[config.mk]
export PLATFORM = sky130hd
export DESIGN_NAME = prog_write_sequencer
export DESIGN_NICKNAME = d
export VERILOG_FILES = /design/src/rtl/prog_seq_pkg.sv /design/src/rtl/prog_prio_enc.sv /design/src/rtl/prog_write_sequencer.sv
export SDC_FILE = /design/constraint.sdc
export NUM_CORES = 1
export LEC_CHECK = 0
export ABC_AREA = 0
export CORE_UTILIZATION = 54
export CTS_BUF_LIST = sky130_fd_sc_hd__clkbuf_4
export CTS_CLUSTER_DIAMETER = 100
export CTS_CLUSTER_SIZE = 24
export DETAILED_ROUTE_END_ITERATION = 7
export DONT_BUFFER_PORTS = 1
export PLACE_DENSITY = 0.69
export SLEW_MARGIN = 40
export SYNTH_ARGS = -nofsm -noshare
export SYNTH_HDL_FRONTEND = slang
export SYNTH_SLANG_ARGS = --single-unit
[constraint.sdc]
create_clock -name clk -period 2.3 [get_ports clk]
set_input_delay 0.345 -clock clk [delete_from_list [all_inputs] [get_ports clk]]
set_output_delay 0.345 -clock clk [all_outputs]
set_load 0.02 [all_outputs]
[src/rtl/prog_seq_pkg.sv]
// prog_seq_pkg
// Shared types and helpers for the programming-data write sequencer.
//   state_t           : sequencer FSM states
//   TERM_BYTE_DEFAULT : default terminator command byte
//   FLD_*             : named field indices (FLD_TERM is the terminator slot)
//   field_slice()     : extracts field idx of width dw from a packed field bus
package prog_seq_pkg;

    typedef enum logic [1:0] {
        ST_IDLE = 2'd0,
        ST_SCAN = 2'd1,
        ST_REQ  = 2'd2,
        ST_DONE = 2'd3
    } state_t;

    localparam logic [7:0] TERM_BYTE_DEFAULT = 8'hF0;

    localparam int FLD_SEG    = 0;
    localparam int FLD_MIN    = 1;
    localparam int FLD_HORA   = 2;
    localparam int FLD_DAY    = 3;
    localparam int FLD_MONTH  = 4;
    localparam int FLD_YEAR   = 5;
    localparam int FLD_SEG_T  = 6;
    localparam int FLD_MIN_T  = 7;
    localparam int FLD_HORA_T = 8;
    localparam int FLD_TERM   = 9;

    // The helper works on a fixed-size bus so it can serve any DW/NCH that
    // fits; callers zero-extend their packed fields into it and truncate the
    // result back to DW. NCH*DW must not exceed FS_BUS_W, DW not FS_MAX_DW.
    localparam int unsigned FS_MAX_DW     = 32;
    localparam int unsigned FS_MAX_FIELDS = 16;
    localparam int unsigned FS_BUS_W      = FS_MAX_DW * FS_MAX_FIELDS;
    localparam int unsigned FS_DW_IW      = 5;   // clog2(FS_MAX_DW)
    localparam int unsigned FS_BUS_IW     = 9;   // clog2(FS_BUS_W)

    function automatic logic [FS_MAX_DW-1:0] field_slice(
        input logic [FS_BUS_W-1:0] bus,
        input int unsigned         idx,
        input int unsigned         dw
    );
        logic [FS_MAX_DW-1:0] res;
        int unsigned          pos;
        res = '0;
        for (int unsigned b = 0; b < FS_MAX_DW; b++) begin
            pos = idx * dw + b;
            if ((b < dw) && (pos < FS_BUS_W)) begin
                res[b[FS_DW_IW-1:0]] = bus[pos[FS_BUS_IW-1:0]];
            end
        end
        return res;
    endfunction

endpackage

[src/rtl/prog_prio_enc.sv]
// prog_prio_enc
// Lowest-set-bit priority encoder.
//   i_req   [NCH]  : request vector
//   o_idx   [SELW] : index of the lowest set bit (0 when none set)
//   o_valid        : at least one bit of i_req is set
module prog_prio_enc #(
    parameter int NCH  = 9,
    parameter int SELW = 4
) (
    input  logic [NCH-1:0]  i_req,
    output logic [SELW-1:0] o_idx,
    output logic            o_valid
);

    // Scan from the top down so the last (lowest) hit wins.
    always_comb begin
        o_idx   = '0;
        o_valid = 1'b0;
        for (int i = NCH - 1; i >= 0; i--) begin
            if (i_req[i]) begin
                o_idx   = SELW'(i);
                o_valid = 1'b1;
            end
        end
    end

endmodule

[src/rtl/prog_write_sequencer.sv]
// prog_write_sequencer
// Snapshots NCH programming fields on start, then writes every field enabled
// in ch_mask (lowest index first) to the RTC bus controller over a wr_req /
// wr_ack handshake, optionally followed by a terminator command byte.
//   clk, reset        : clock, synchronous active-high reset
//   start, abort      : begin / cancel a sequence
//   ch_mask [NCH]     : field enables, captured with start
//   data_in [NCH*DW]  : packed fields, captured with start
//   wr_ack            : bus controller accepted the presented byte
//   wr_req            : Data_WR / sel_prog valid, awaiting wr_ack
//   Data_WR [DW]      : byte being written
//   sel_prog [SELW]   : field index; NCH denotes the terminator
//   busy, done        : sequence in progress / one-cycle completion pulse
module prog_write_sequencer
    import prog_seq_pkg::*;
#(
    parameter int         DW        = 8,
    parameter int         NCH       = 9,
    parameter int         SELW      = 4,   // 2**SELW must exceed NCH
    parameter int         TERM_EN   = 1,
    parameter logic [7:0] TERM_BYTE = TERM_BYTE_DEFAULT
) (
    input  logic              clk,
    input  logic              reset,
    input  logic              start,
    input  logic              abort,
    input  logic [NCH-1:0]    ch_mask,
    input  logic [NCH*DW-1:0] data_in,
    input  logic              wr_ack,
    output logic              wr_req,
    output logic [DW-1:0]     Data_WR,
    output logic [SELW-1:0]   sel_prog,
    output logic              busy,
    output logic              done
);

    localparam logic [DW-1:0]   TERM_DATA = DW'(TERM_BYTE);
    localparam logic [SELW-1:0] TERM_SEL  = SELW'(NCH);

    state_t              r_state, r_state_next;
    logic [NCH*DW-1:0]   r_snapshot, r_snapshot_next;
    logic [NCH-1:0]      r_pending, r_pending_next;
    logic                r_term_sent, r_term_sent_next;
    logic                r_wr_req, r_wr_req_next;
    logic [DW-1:0]       r_data, r_data_next;
    logic [SELW-1:0]     r_sel, r_sel_next;
    logic                r_busy, r_busy_next;
    logic                r_done, r_done_next;

    logic [SELW-1:0]     w_idx;
    logic                w_any;
    logic [FS_BUS_W-1:0] w_snap_ext;
    logic [FS_MAX_DW-1:0] w_field_wide;
    logic [DW-1:0]       w_field;
    logic [NCH-1:0]      w_sel_onehot;

    prog_prio_enc #(
        .NCH  (NCH),
        .SELW (SELW)
    ) u_prio_enc (
        .i_req   (r_pending),
        .o_idx   (w_idx),
        .o_valid (w_any)
    );

    always_comb begin
        w_snap_ext               = '0;
        w_snap_ext[NCH*DW-1:0]   = r_snapshot;
    end

    assign w_field_wide = field_slice(w_snap_ext, int'(w_idx), DW);
    assign w_field      = w_field_wide[DW-1:0];

    // One-hot of the field currently on the bus; never matches the
    // terminator index, so acking the terminator leaves pending untouched.
    generate
        for (genvar gi = 0; gi < NCH; gi++) begin : g_onehot
            assign w_sel_onehot[gi] = (r_sel == SELW'(gi));
        end
    endgenerate

    always_comb begin
        r_state_next     = r_state;
        r_snapshot_next  = r_snapshot;
        r_pending_next   = r_pending;
        r_term_sent_next = r_term_sent;
        r_wr_req_next    = r_wr_req;
        r_data_next      = r_data;
        r_sel_next       = r_sel;
        r_busy_next      = r_busy;
        r_done_next      = 1'b0;

        if (abort && (r_state != ST_IDLE)) begin
            // Data_WR / sel_prog deliberately keep their last values.
            r_state_next     = ST_IDLE;
            r_wr_req_next    = 1'b0;
            r_busy_next      = 1'b0;
            r_pending_next   = '0;
            r_term_sent_next = 1'b0;
        end else begin
            unique case (r_state)
                ST_IDLE: begin
                    if (start && !abort) begin
                        r_snapshot_next  = data_in;
                        r_pending_next   = ch_mask;
                        r_term_sent_next = 1'b0;
                        r_busy_next      = 1'b1;
                        r_state_next     = ST_SCAN;
                    end
                end
                ST_SCAN: begin
                    if (w_any) begin
                        r_sel_next    = w_idx;
                        r_data_next   = w_field;
                        r_wr_req_next = 1'b1;
                        r_state_next  = ST_REQ;
                    end else if ((TERM_EN != 0) && !r_term_sent) begin
                        r_sel_next    = TERM_SEL;
                        r_data_next   = TERM_DATA;
                        r_wr_req_next = 1'b1;
                        r_state_next  = ST_REQ;
                    end else begin
                        r_done_next  = 1'b1;
                        r_busy_next  = 1'b0;
                        r_state_next = ST_DONE;
                    end
                end
                ST_REQ: begin
                    if (wr_ack) begin
                        if (r_sel == TERM_SEL) begin
                            r_term_sent_next = 1'b1;
                        end
                        r_pending_next = r_pending & ~w_sel_onehot;
                        r_wr_req_next  = 1'b0;
                        r_state_next   = ST_SCAN;
                    end
                end
                ST_DONE: begin
                    r_state_next = ST_IDLE;
                end
                default: begin
                    r_state_next = ST_IDLE;
                end
            endcase
        end
    end

    always_ff @(posedge clk) begin
        if (reset) begin
            r_state     <= ST_IDLE;
            r_snapshot  <= '0;
            r_pending   <= '0;
            r_term_sent <= 1'b0;
            r_wr_req    <= 1'b0;
            r_data      <= '0;
            r_sel       <= '0;
            r_busy      <= 1'b0;
            r_done      <= 1'b0;
        end else begin
            r_state     <= r_state_next;
            r_snapshot  <= r_snapshot_next;
            r_pending   <= r_pending_next;
            r_term_sent <= r_term_sent_next;
            r_wr_req    <= r_wr_req_next;
            r_data      <= r_data_next;
            r_sel       <= r_sel_next;
            r_busy      <= r_busy_next;
            r_done      <= r_done_next;
        end
    end

    assign wr_req   = r_wr_req;
    assign Data_WR  = r_data;
    assign sel_prog = r_sel;
    assign busy     = r_busy;
    assign done     = r_done;

endmodule

After elaboration in Yosys (flattened, before gate mapping)
Index checks and enable logic that the tools add are counted.

$add $sub $neg: 7. Multiply operators: 0. Divide/modulo/power cells: 0. Order comparisons: 16. Equal/unequal tests: 19. Shifts and indexed selects: 0. Muxes and demuxes: 67. Bitwise logic cells: 4. Reductions and logical operators: 18.

Operators with widths (count): 8-bit by 10-bit less-than comparator with 1-bit output, second input constant (14); 1-bit binary-select mux with 9-bit select (7); 4-bit two-way mux (11); 1-bit two-way mux (37); 7-bit by 3-bit adder with 8-bit output, second input constant (4); 7-bit by 10-bit less-than comparator with 1-bit output, second input constant (2); 9-bit two-way mux (2); 9-bit case mux with 2 select lines (1); 7-bit by 2-bit adder with 8-bit output, second input constant (2); 4-bit by 3-bit equality test with 1-bit output, second input constant (4); 8-bit two-way mux (2); 3-bit AND reduction (4); 2-bit inequality test, second input constant (5); 9-bit bitwise AND (1); 9-bit NOT (1); 7-bit by 1-bit adder with 8-bit output, second input constant (1); 4-bit by 2-bit equality test with 1-bit output, second input constant (2); 4-bit equality test, second input constant (2); 2-bit case mux with 4 select lines (1); 4-bit AND reduction (2); 2-bit nonzero test (4); 1-bit case mux with 2 select lines (3); 1-bit binary-select mux with 4-bit select (1); 2-bit equality test, second input constant (2); other kinds (13) (16).

Bits in registers: 99. Bits in latches: 0. Memory bits (writable): 0. Bits in read-only memories: 0. Bits of input ports: 86. Output and inout port bits: 15. Logic and storage cells: 140. Memories: 0.

Longest topological paths before layout
Gate-level depths: netlist (run 1).

Depth after elaboration: 14. Mapped depth: 8. Depth with buffers taken out: 8.

Hierarchy
Synthesis (run 1) repeated with hierarchy kept, for this count alone.

Cell total of the unflattened synthesis: 515. Area, all modules: 4344.2 µm².

By module, submodules not included: prog_write_sequencer (times used 1, cells each 500, area an instance 4245.3 µm², seq. area each 1981.9 µm²); prog_prio_enc (times used 1, cells each 15, area an instance 98.8 µm², seq. area each 0.0 µm²).

Worst setup path after synthesis (run 1)
Ideal clock, no wire load.

Kind: register to register. Start: register r_state[0]. End: register r_pending[8]. Library setup time: 0.138 ns. Data arrival time: 1.674 ns. Required time: 2.162 ns. Slack: 0.488 ns. Cell stages (with the launch flop): 9. Buffers on the path: 1. Period minus slack after synthesis: 1.812 ns. Cell sequence: dfxtp_1 inv_1 ha_1 a21boi_0 a21oi_1 o21a_1 clkbuf_1 and3_1 a311oi_1.

Cells in the longest elaborated chain, start to end: 3. Elaborated cells between the ends (all ways): 10. Classes of those cells: eq/ne (3); mux (1); reduce/logical (6).

RTL lines: from (decl) (line prog_write_sequencer.sv:40) `state_t r_state, r_state_next;`; from (signal assigned) (line prog_write_sequencer.sv:160) `r_state <= r_state_next;`; 2-bit equality test (tied with other cells) (line prog_write_sequencer.sv:101) `unique case (r_state)`; 2-bit inequality test (no line) (tied with other cells); 3-bit AND reduction (no line) or 2-bit OR reduction (tied branches); to (signal assigned) (line prog_write_sequencer.sv:162) `r_pending <= r_pending_next;`; to (decl) (line prog_write_sequencer.sv:42) `logic [NCH-1:0] r_pending, r_pending_next;`.

Several ways; a longest one is shown, not always the timed one. A chain may end at the register's enable or synchronous reset.

Worst setup path after layout (run 1)
Start: register r_pending[1]. End: register r_data[0], in the netlist Data_WR[0].

Cells in the longest elaborated chain, start to end: 6. Elaborated cells between the ends (all ways): 11. Classes of those cells: order compare (1); eq/ne (1); mux (8); reduce/logical (1).

RTL lines: branches (longest 6 deep; another with 7-bit by 10-bit less-than comparator with 1-bit output); to (signal assigned) (line prog_write_sequencer.sv:165) `r_data <= r_data_next;`; to (decl) (line prog_write_sequencer.sv:45) `logic [DW-1:0] r_data, r_data_next;`.

Parallel ways; which one is timed is not known. The select of a mux whose other input is x is not followed.

==> metrics.txt, run 1 <==
global-route wire length before repair=roughly 18 mm; reported max-cap violation count=0; startpoint kind of the worst setup timing path=flip-flop; type of the worst min-delay path=input port to flip-flop; Largest stage delay, worst path=580 ps; multi-input combinational cell area=~2300 um2; Post-Synthesis Net Count=around 660; Core Box Area=7888 um2; final routed DRC violation total=0; post-synthesis xor/xnor area fraction=0; cell breakdown of the critical path=or4_4 -> nor2_4 -> a31o_2 -> a221oi_1 -> a311oi_2; Avg Synthesized Cell Area=between 7 and 8 um2; final hold viol count=0; Inserted Diodes=0; detailed-routing iteration count for the pre-antenna-repair pass=4; Worst EP required=~2700 ps; worst-skew pair later-pin latency=roughly 430 ps; async set-reset flop share out of synthesis=0; via-per-instance ratio=just under 6; area of placed instances=between 4000 and 5000 um2; share of cell area taken by muxes after synthesis=0.02331; count of distinct cell types in the synthesized netlist=55; part of the Yosys area used for sequential elements=0.4395; Post-Syn Instances=about 570; Synth Warn #=0; number of flops mapped to enable cells by yosys=0; maximum buffer depth of the clock tree=2; Non-Filler Cell Area, Final=about 4900 um2; Max rail drop VDD=approximately 0.00055 V; fraction of the mapped netlist area in compound gates=0.2730; clock skew=around 12 ps; number of antenna violations at the first check in global routing=0; launch point of the worst reg-to-reg path=r_pending[1]$_SDFFE_PP0P_; Placed Cells=640; largest net degree at the start of global routing=81; final setup fails=0; routed via count=about 4k; simple-gate portion of the synthesized area=0.2039; Worst Path Buf+Inv=0; PD cells=1046 nW/um2; count of port buffers added during placement=0; clock sinks=between 90 and 100; layout cell share with drive strength beyond 1=0.09474; total congestion overflow after global routing=0; routed wire length=11.33 mm; startpoint of the most critical setup path=r_pending[1]$_SDFFE_PP0P_; worst setup path category=flip-flop to flip-flop; fraction of synthesized cell area taken by the top area cell type=0.4395; ranking of synthesized cells by area=dfxtp_1 44%, nand2_1 12%, a21oi_1 10%, o221ai_1 3.1%, clkbuf_1 2.5%; Hold Crit Start=data_in[14]; x dimension of the die=93.38 um; Top FF cell, synth=dfxtp_1; number of flip-flops and latches in the synthesized netlist=99; area leader, netlist=dfxtp_1; post-route antenna net violation count=0; main combinational cell family by area after synthesis=compound AO/OA/AOI/OAI gates; cell area after technology mapping=between 4000 and 5000 um2; post-place setup slack=around 220 ps; Detailed Route Iter0 Violations=170; FP Rows=32; IO Count=about 100; highest clock frequency the design can meet=around 490 MHz; starting density of the core=0.5717; TNS Setup=0 ps; area growth from synthesis to layout=9.323%; H-tree depth reported by CTS=3; DP Wirelength=8.179 mm; post-CTS clock slew at the launch and capture registers of the worst setup and hold paths=roughly 150 ps; fraction of the mapped netlist area in adder cells=0.01110; GRT Overall Usage=0.2678; Filler Cell Count=between 700 and 800; wire length per cell=16.87 um; smallest hold slack=between 15 and 20 ps; Final Util=0.6250; Total Power=5.157 mW; slew at the pin with the worst max-slew slack=approximately 500 ps; number of standard cells in the layout, taps in and fillers out=672; run status=complete, no violations; Num CTS Buffers=9; final cycle utilization of the critical path=0.8953; final period demand of the worst path=about 2000 ps; PnR worst setup slack=between 200 and 250 ps; Arr. time, crit path=about 2400 ps; final slew viol count=0; setup repair after global routing missed its margin=false; TritonCTS clock tree=done; Root Buffer Master=clkbuf_4; final RePlAce weighted congestion=roughly 0.84; element type at the critical path end=flip-flop; cell with the biggest individual delay on the critical path=or4_4; maximum fanout count along the critical path=12; register area=between 1500 and 2000 um2; leakage power summed over all cells=1.730 nW; family with the most delay on the worst path=simple AND/OR/NAND/NOR gates; Worst slew margin=0.6655; die outline height=~93 um; area of the die=8720 um2; # nets final=approximately 660; number of global-route vias before repair=3666
-- cells in the final DEF, fill, tap and decap left out, types with 3 or more instances in the layout --
cell type,n
buf_12,3
a21oi_1,91
nand3_1,12
a311oi_2,4
o21ai_0,17
a22oi_1,4
a221oi_1,4
dlygate4sd3_1,16
ha_1,4
inv_1,13
o2bb2ai_1,4
a22o_1,4
buf_4,9
mux2i_1,6
o221ai_1,16
dfxtp_1,99
nand2_2,3
nor2_1,28
mux2_2,4
a311oi_1,5
clkbuf_4,10
a221o_1,8
o21bai_1,4
nand2_1,150
nand2b_1,3
a211o_1,4
-- metal layers --
| metal | up-vias | wire length, um | global-route usage | part of all wire |
|---|---|---|---|---|
| met2 | 111 | 5486 | 0.4479 | 0.48 |
| met1 | 1879 | 4977 | 0.3439 | 0.44 |
| met3 | 7 | 779 | 0.07805 | 0.069 |
| met4 | 0 | 91 | 0.05256 | 0.0080 |
| met5 | - | 0 | 0 | 0 |
| li1 | 1995 | - | - | - |
-- flip-flops by register name, summed over array words and instances, names as in the netlist --
signal and flops:
r_state 2, Data_WR 8, r_term_sent 1, sel_prog 4
r_snapshot 72, busy 1, done 1, wr_req 1
r_pending 9
-- path summary, 6_finish.rpt --
path                                      end  slack [ps]  depth (start not counted)
setup reg to reg      Data_WR[0]$_SDFFE_PP0P_         240                          5
hold / removal    r_snapshot[14]$_SDFFE_PP0P_          20                          2
setup / recovery      Data_WR[0]$_SDFFE_PP0P_         240                          5
hold reg to reg   r_snapshot[21]$_SDFFE_PP0P_         460                          2
-- synthesized netlist by cell type (2+ instances only) --
| library cell | count |
|---|---|
| a211o_1 | 4 |
| o21ai_0 | 18 |
| a21oi_1 | 91 |
| a22o_1 | 4 |
| a311oi_1 | 5 |
| a311oi_2 | 4 |
| buf_2 | 5 |
| or2_2 | 2 |
| a221oi_1 | 4 |
| nand2_2 | 3 |
| o2bb2ai_1 | 4 |
| nand2b_1 | 3 |
| a221o_1 | 8 |
| nor2b_1 | 2 |
| a31oi_1 | 2 |
| buf_6 | 2 |
| o21bai_1 | 4 |
| clkbuf_1 | 30 |
| and3_1 | 3 |
| mux2_2 | 4 |
| o21a_1 | 2 |
| or4_4 | 2 |
| nand2_1 | 150 |
| o221ai_1 | 16 |
| mux2i_1 | 6 |
| nand4_1 | 2 |
| a22oi_1 | 4 |
| ha_1 | 4 |
| dfxtp_1 | 99 |
| inv_1 | 13 |
| and2_1 | 2 |
| nand3_1 | 13 |
| nor2_1 | 28 |
-- where the power goes --
| part | internal [mW] | switching [mW] |
|---|---|---|
| sequential | 1.93 | 0.280 |
| combinational | 0.822 | 1.22 |
| clock | 0.344 | 0.558 |
-- final cells by class --
class,instances,area share
multi-input cells,414,0.4703
flip-flops and latches,99,0.4020
repair buffers,29,0.06396
well taps,102,0.02589
clock buffers,10,0.01523
clock inverters,5,0.01269
inverters,13,0.009898
-- logic make-up (layout without fill, tap and decap cells) --
kind of cell | count (synthesis) | after routing
buffers and inverters | 52 | 57
adder cells (fa/ha/maj) | 4 | 4
multiplexers | 10 | 10
AND/OR/NAND/NOR | 217 | 217
AO/OA/AOI/OAI | 183 | 183
flip-flops | 99 | 99
-- repair_timing --
item | 4_1_cts | 5_1_grt
gates resized for setup | 0 | 2
endpoints found under the hold margin | 80 | 15
setup endpoints to repair | 0 | 6
setup buffers | 0 | 0
hold buffers | 2 | 15
Power figures use the tool's default switching activity.
==> inputs of run 2 (changes only) <==
- SYNTH_HIERARCHICAL: default -> 1
==> metrics.txt, run 2 <==
run status=complete, no violations; post-route antenna net violation count=0; via-per-instance ratio=roughly 5.8; maximum buffer depth of the clock tree=2; area of placed instances=4349 um2; hold depth=2; area of the die=around 8400 um2; met2 GRT Util=0.3647; TritonCTS clock tree=done; commonest cells after routing, fill and taps aside=152 x nand2_1, 99 x dfxtp_1, 90 x a21oi_1; final slew viol count=0; Hold Crit Start=data_in[45]; number of global-route vias before repair=3320; total congestion overflow after global routing=0; grt met3 use=0.06053; launch point of the worst reg-to-reg path=r_pending[0]$_SDFFE_PP0P_; final routed DRC violation total=0; Post-Synthesis Net Count=601; area growth from synthesis to layout=8.900%; number of flops mapped to enable cells by yosys=0; Top Usage Layer GRT=met2; Synth Warn #=6; Core Box Area=~7800 um2; Max rail drop VDD=about 0.00036 V; routed via count=~3.6k; detailed-routing iteration count for the pre-antenna-repair pass=5; Filler Cell Count=slightly above 700; area leader, netlist=dfxtp_1; family with the most delay on the worst path=multiplexers; count of distinct cell types in the synthesized netlist=40; startpoint kind of the worst setup timing path=flip-flop; Reg2Reg Capture Point=Data_WR[4]$_SDFFE_PP0P_; register area=between 1500 and 2000 um2; largest net degree at the start of global routing=85; element type at the critical path end=flip-flop; starting density of the core=0.5593; setup repair after global routing missed its margin=false; type of the worst min-delay path=input port to flip-flop; Largest stage delay, worst path=approximately 560 ps; reported max-cap violation count=0; FP Rows=32; Num CTS Buffers=9; TNS Setup=0 ps; slack of the worst reg-to-reg path=130 ps; cell area after technology mapping=4344 um2; final period demand of the worst path=roughly 2200 ps; clock skew=about 14 ps; Detailed Route Iter0 Violations=290; post-CTS setup repair buffer count=0; fraction of synthesized cell area taken by the top area cell type=0.4562; PD cells=between 700 and 800 nW/um2; IO Count=just over 100; slew at the pin with the worst max-slew slack=between 700 and 800 ps; clock sinks=just under 100; DP Wirelength=a little over 7 mm; Endpoint, Worst Hold=r_snapshot[45]$_SDFFE_PP0P_; global routing usage on met1=0.3506; ranking of synthesized cells by instance count=152 x nand2_1, 99 x dfxtp_1, 90 x a21oi_1; cell breakdown of the critical path=nor3b_1 -> a21oi_1 -> o41ai_2 -> buf_4 -> mux4_1 -> nand2b_1 -> a221oi_1 -> nor3_2; number of antenna violations at the first check in global routing=0; register name with the most flops=r_snapshot; Worst EP required=between 2000 and 3000 ps; cell with the biggest individual delay on the critical path=mux4_1; Reg2Reg Depth=8; GRT Overall Usage=0.2449; ranking of synthesized cells by area=dfxtp_1 46%, nand2_1 13%, a21oi_1 10%, mux2i_1 5.5%, buf_6 2.9%; # nets final=a little over 600; worst setup path category=flip-flop to flip-flop; Worst slew margin=0.5179; die outline height=around 92 um; flip-flop count of the largest register, all copies and words added=72; async set-reset flop share out of synthesis=0; maximum fanout count along the critical path=6; Non-Filler Cell Area, Final=~4700 um2; most instantiated library cell after synthesis=nand2_1; Arr. time, crit path=2510 ps; Root Buffer Master=clkbuf_4; worst-skew pair later-pin latency=~450 ps; final RePlAce weighted congestion=0.8369; part of the Yosys area used for sequential elements=0.4562; Avg Synthesized Cell Area=around 8.4 um2; highest clock frequency the design can meet=about 460 MHz; global-route wire length before repair=16.19 mm; layout cell share with drive strength beyond 1=0.09091; final hold viol count=0; leakage power summed over all cells=between 1.5 and 2 nW; final cycle utilization of the critical path=0.9428; number of flip-flops and latches in the synthesized netlist=99; H-tree depth reported by CTS=3; Post-Syn Instances=515; multi-input combinational cell area=roughly 2100 um2; most common cell after layout, fill and taps aside=nand2_1; post-CTS clock slew at the launch and capture registers of the worst setup and hold paths=~150 ps; Worst Path Buf+Inv=1; x dimension of the die=91.69 um; Top FF cell, synth=dfxtp_1; routed wire length=9.976 mm; wire length per cell=~16 um; Inserted Diodes=0; final setup fails=0; count of port buffers added during placement=0
[run 2: per-stage QoR]
stage / utilization / hold WS (ps) / total power [mW] / std cells / setup WS [ps]
after floorplan: - / 431.5 / 2.397 / 515 / 133.2
after global placement: 0.5599 / 427.6 / 2.480 / 592 / 228.2
after detailed placement: 0.5599 / 427.9 / 2.494 / 592 / 152.7
after CTS: 0.6062 / 0.4344 / 3.454 / 628 / 135.5
after global routing: 0.6091 / 1.682 / 3.590 / 630 / 14.06
final: 0.6091 / 16.25 / 3.434 / 630 / 131.6
[run 2: power by group]
group,internal (mW),switching [mW],leakage (nW)
registers,1.80,0.0792,0.808
clock network,0.343,0.574,0.0686
logic,0.285,0.350,0.750
total,2.43,1.00,1.63
[run 2: final cells by class]
class,count,share of cell area
clock inverter,6,0.01402
timing repair buffer,33,0.07035
sequential,99,0.4189
clock buffer,10,0.01587
inverter,5,0.003967
tap,102,0.02698
multi-input combinational,375,0.4499
[run 2: per-layer routing]
metal	routed length [um]	share of wire
met5	0	0
met4	148	0.015
met3	690	0.069
met2	4465	0.45
met1	4673	0.47
[run 2: worst register-to-register path, stage by stage (launching register included)]
cell and delay [ps]:
dfxtp_1 390, nor3b_1 220, a21oi_1 80, o41ai_2 50, buf_4 210, mux4_1 560, nand2b_1 160, a221oi_1 340
nor3_2 60
[run 2: logic make-up (layout without fill, tap and decap cells)]
| logic type | after synthesis | count (layout) | share of synthesized area |
|---|---|---|---|
| and+or+nand+nor | 207 | 207 | 0.2157 |
| muxes | 28 | 28 | 0.07690 |
| AOI/OAI and AO/OA | 140 | 140 | 0.1930 |
| DFF | 99 | 99 | 0.4562 |
| buffers and inverters | 41 | 54 | 0.05818 |
[run 2: worst max-delay path by stage]
| stage | startpoint | endpoint | cells past startpoint |
|---|---|---|---|
| 6_report | r_pending[0]$_SDFFE_PP0P_ | Data_WR[4]$_SDFFE_PP0P_ | 8 |
| 5_1_grt | r_pending[3]$_SDFFE_PP0P_ | Data_WR[4]$_SDFFE_PP0P_ | 8 |
| 4_1_cts | r_pending[0]$_SDFFE_PP0P_ | Data_WR[4]$_SDFFE_PP0P_ | 8 |
| 3_5_place_dp | r_pending[0]$_SDFFE_PP0P_ | Data_WR[4]$_SDFFE_PP0P_ | 6 |
| 3_3_place_gp | r_pending[0]$_SDFFE_PP0P_ | Data_WR[4]$_SDFFE_PP0P_ | 6 |
| 2_1_floorplan | r_pending[0]$_SDFFE_PP0P_ | Data_WR[5]$_SDFFE_PP0P_ | 6 |
[run 2: repair_timing]
| item | in CTS | in global routing |
|---|---|---|
| hold endpoints to repair | 84 | 2 |
| hold buffers | 20 | 2 |
| setup endpoints to repair | 0 | 1 |
| resized for setup | 0 | 1 |
